`src/rtl/simple_st0_error_buffer.sv`:
```
// simple_st0_error_buffer: four-bank stage-0 error capture with per-bank burst replay
module simple_st0_error_buffer #(
    parameter int DATA_WIDTH = 32,
    parameter int ADDR_WIDTH = 3
) (
    input  logic                  clk,
    input  logic                  reset,
    input  logic                  error_valid,
    input  logic [DATA_WIDTH-1:0] error_value,
    input  logic [1:0]            error_phase,
    input  logic [31:0]           error_sub_address,
    input  logic [2:0]            load_length,
    input  logic                  error_update_first,
    input  logic [1:0]            error_phase_read,
    input  logic                  rd_ready,
    input  logic                  clear_errors,
    output logic [DATA_WIDTH-1:0] rd_data,
    output logic                  rd_valid,
    output logic                  rd_first,
    output logic                  rd_last,
    output logic                  busy,
    output logic [3:0]            phase_full,
    output logic [2:0]            err_status
);
    typedef enum logic {IDLE, READ} state_t;
    state_t state, state_nx;
    logic [DATA_WIDTH-1:0] mem [4][2**ADDR_WIDTH];
    logic [1:0] rd_phase;
    logic [ADDR_WIDTH-1:0] rd_ptr, sub;
    logic [2:0] rd_len, err_event;
    logic [3:0] set_mask, clr_mask;
    logic wr_ok, wr_last, start_ok, accept, done;
    assign sub = error_sub_address[ADDR_WIDTH-1:0];
    assign wr_ok = error_valid && !phase_full[error_phase];
    assign wr_last = 32'(sub) == 32'(load_length);
    always_comb begin
        rd_valid = state == READ;
        busy = rd_valid;
        rd_data = mem[rd_phase][rd_ptr];
        rd_first = rd_valid && rd_ptr == '0;
        rd_last = rd_valid && 32'(rd_ptr) == 32'(rd_len);
        accept = rd_valid && rd_ready;
        done = accept && rd_last;
        start_ok = !rd_valid && error_update_first && phase_full[error_phase_read];
        err_event = {error_update_first && rd_valid,
                     error_update_first && !rd_valid && !phase_full[error_phase_read],
                     error_valid && phase_full[error_phase]};
        set_mask = (wr_ok && wr_last) ? 4'b1 << error_phase : 4'b0;
        clr_mask = done ? 4'b1 << rd_phase : 4'b0;
        state_nx = start_ok ? READ : done ? IDLE : state;
    end
    always_ff @(posedge clk) begin
        if (!reset) state <= IDLE;
        else state <= state_nx;
    end
    // A set and a clear never target the same bank: writes need an empty bank, release needs a full one
    always_ff @(posedge clk) begin
        if (!reset) begin
            rd_phase <= '0;
            rd_ptr <= '0;
            rd_len <= '0;
            phase_full <= '0;
            err_status <= '0;
        end else begin
            phase_full <= (phase_full & ~clr_mask) | set_mask;
            err_status <= clear_errors ? err_event : err_status | err_event;
            if (start_ok) begin
                rd_phase <= error_phase_read;
                rd_len <= load_length;
                rd_ptr <= '0;
            end else if (accept && !rd_last) begin
                rd_ptr <= rd_ptr + 1'b1;
            end
        end
    end
    always_ff @(posedge clk) begin
        if (wr_ok) mem[error_phase][sub] <= error_value;
    end
endmodule

```
`config.mk`:
```
export PLATFORM = sky130hd
export DESIGN_NAME = simple_st0_error_buffer
export DESIGN_NICKNAME = d
export VERILOG_FILES = /design/src/rtl/simple_st0_error_buffer.sv
export SDC_FILE = /design/constraint.sdc
export NUM_CORES = 1
export LEC_CHECK = 0
export CORE_MARGIN = 1.5
export CORE_UTILIZATION = 55
export CTS_CLUSTER_SIZE = 40
export DETAILED_ROUTE_END_ITERATION = 8
export PLACE_DENSITY = 0.72
export SETUP_SLACK_MARGIN = 0.2
export SYNTH_ARGS = -nofsm -noshare
export SYNTH_HDL_FRONTEND = slang
export SYNTH_SLANG_ARGS = --single-unit
```
`constraint.sdc`:
```
create_clock -name clk -period 10.2 [get_ports clk]
set_clock_uncertainty 0.15 [all_clocks]
set_input_delay 3.06 -clock clk [delete_from_list [all_inputs] [get_ports clk]]
set_output_delay 3.06 -clock clk [all_outputs]
set_load 0.01 [all_outputs]
```
==> out/results.ini <==
[clocking]
clk_path_buf_depth = 3
cts_resized = 0
postCtsSetupBuffers = 0
path_clk_slew_ns = 0.06
htree_levels = 3
cts_tree = done
clock_sinks = 1042
cts_root_buffer = clkbuf_16
cts.hold.buffers_added = 0
cts_made_buffers = 99
clock_latency_ns = 0.65

[global_routing]
grt_antenna_before_repair = 8
grt_first_pass_wirelength_mm = 137
grt_pass1_vias = 21000
grt_max_degree = 129
grt_use_total_pct = 25.8
grt-ovfl-total = 0

[final_layout]
drive_gt1_share_pct = 9.65
nets = 2507
areaGrowthSynthToFinish_pct = 13.2
seq_area_um2 = 31100
finish.utilization_pct = 62.8
multi_input_area_um2 = 9060
n_fill_cell = 4931

[power]
power.density_nw_per_um2 = 185
vdd_ir_drop_max_mv = 0.133
p_leak_nw = 13.7

[min_path]
hold-path-cell-count = 2
holdCritStartpoint = err_status[2]
holdCritPathClass = flop to flop
min_to = err_status[2]

[synth]
synth-edff-count = 1024
yosysSeqAreaShare_pct = 76.8
ys_types = 36
synth-seq-cells = 1042
syn-cell-area_um2 = 40500
synthArstFlopShare_pct = 0
syn_nets = 2400
avgSynthCellArea_um2 = 17.5
synth_cells = 2321
synthFlopType = edfxtp_1
yosysWarnings = 0

[floorplanning]
die_h_um = 274
die_w_um = 274
fp-row-count = 99
pin_count = 120
start_util_pct = 55.5
die_area_um2 = 75300
core_um2 = 73000

[place]
gp_congestion = 0.776
dp_slack_ns = 3.55
dp_hpwl_mm = 48.7
port_buffers = 90

[routing]
routedWlPerCell_um = 27.9
vias = 21600
drtIter0Drc = 2428
dr.pass1.iters = 5
ant_nets = 0
via_per_inst = 6.24
drc = 0
routed_wl_mm = 96.7

[sta]
rsz0062_at_grt = false
fin_crit_ns = 7.35
clock.fmax_ghz = 0.136
hold_viol = 0
tns_ns = 0
setup_violations = 0
fin_ws_ns = 2.85
max_slew_margin_pct = 20.4
period_share_pct = 72.0
worst_slew_pin_slew_ns = 1.19
drv_slew = 0

[outcome]
status = finished clean

[critical_path]
startpoint_type = flop
worstPathArrival_ns = 4.14
path_class = flop to primary output
r2r.worst_path.cells = 5
r2r_end = mem[3][87]
r2r-start = phase_full[0]
crit_path_end_kind = primary output
crit_required_ns = 6.99
r2r_slack_ns = 6.83
cp_max_fo = 64

[flow_run]
maxCapViolCount = 0

-- final cells by class --
class / instances / area share [%]
clock buffer: 122 / 5.80
multi-input combinational: 1142 / 19.8
sequential: 1042 / 67.9
timing repair buffer: 140 / 2.92
inverter: 3 / 0.0246
antenna: 2 / 0.0109
tap: 959 / 2.62
clock inverter: 58 / 1.01
-- layout by cell type, fill, tap and decap left out, drive strengths merged, types with 45 or more instances in the layout --
master         count
buf               50
clkdlybuf4s50     90
a22oi             96
clkbuf           122
a22o              64
edfxtp          1024
a21oi             97
clkinv            45
nand3             98
nand2            113
mux2i            518
-- metrics by stage --
| stage | std cells | total power [W] | hold slack (ns) | area [um^2] |
|---|---|---|---|---|
| after floorplan | 2321 | 0.00491 | 0.347 | 40500 |
| after global placement | 3286 | 0.00502 | 0.320 | 42700 |
| after CTS | 3466 | 0.00850 | 0.360 | 45800 |
| after detailed placement | 3286 | 0.00503 | 0.349 | 42700 |
| final | 3468 | 0.00847 | 0.353 | 45900 |
| after global routing | 3467 | 0.00867 | 0.398 | 45900 |
-- state kept, by name, indices dropped and copies added (netlist names), named ones only --
| register | count |
|---|---|
| mem | 1024 |
| phase_full | 4 |
| err_status | 3 |
| rd_len | 3 |
| rd_ptr | 3 |
| rd_phase | 2 |
| busy | 1 |
-- kinds of logic (layout without fill, tap and decap cells) --
kind of cell | count (synthesis) | in the layout | synth area share [%]
XOR/XNOR | 8 | 8 | 0.173
AO/OA/AOI/OAI | 298 | 298 | 5.00
adder cells (fa/ha/maj) | 2 | 2 | 0.0618
buffers and inverters | 137 | 323 | 1.52
AND/OR/NAND/NOR | 314 | 314 | 3.54
flip-flops | 1042 | 1042 | 76.8
other | 0 | 2 | 0
multiplexers | 520 | 520 | 12.9
-- power breakdown --
part           switching [W]  total (W)  internal (W)  leakage (nW)
Combinational       0.000123   0.000173     0.0000494          2.82
Clock                0.00153    0.00353       0.00200          1.55
Sequential         0.0000124    0.00477       0.00476          9.37
Total                0.00166    0.00847       0.00681          13.7
-- synthesized netlist by cell type (all sizes together) (3+ instances only) --
master | n | area share (%)
nor2b | 11 | 0.17
nand3 | 98 | 1.2
edfxtp | 1024 | 76
nand2b | 4 | 0.062
dfxtp | 18 | 0.89
nand2 | 113 | 1.0
xnor2 | 5 | 0.11
a22oi | 96 | 1.8
nor2 | 39 | 0.36
mux2i | 518 | 13
nor3 | 32 | 0.40
buf | 79 | 0.99
a31oi | 32 | 0.49
a21oi | 97 | 1.2
a22o | 64 | 1.4
nand4 | 4 | 0.062
xor2 | 3 | 0.065
inv | 3 | 0.028
clkbuf | 55 | 0.51
-- worst max-delay path by stage --
stage | start | end | slack (ns)
final | rd_ptr[0] | rd_data[0] | 2.85
after CTS | rd_ptr[0] | rd_data[0] | 2.88
after floorplan | error_phase[0] | mem[0][0] | 4.27
after detailed placement | error_phase[0] | mem[3][89] | 3.55
after global placement | rd_ptr[0] | rd_data[0] | 3.56
after global routing | rd_ptr[0] | rd_data[14] | 2.73
-- metal layers --
layer  up-vias  global-route usage, %  share of wire, %
met5         -                      0             0.085
met4        12                   10.9               3.6
met3       211                   4.83               8.7
met2       991                   42.3                49
met1     11000                   33.9                39
li1       9396                      -                 -
-- worst max-delay path: stages (launching register included) --
cell and delay (ns):
dfxtp_1 0.44, nor2_4 0.63, buf_4 0.90, a22o_1 0.25, nor3_1 0.06, a31oi_1 0.36
nand3_1 0.26, clkdlybuf4s50_1 0.54
No activity file was read; power rests on OpenSTA's default activity.
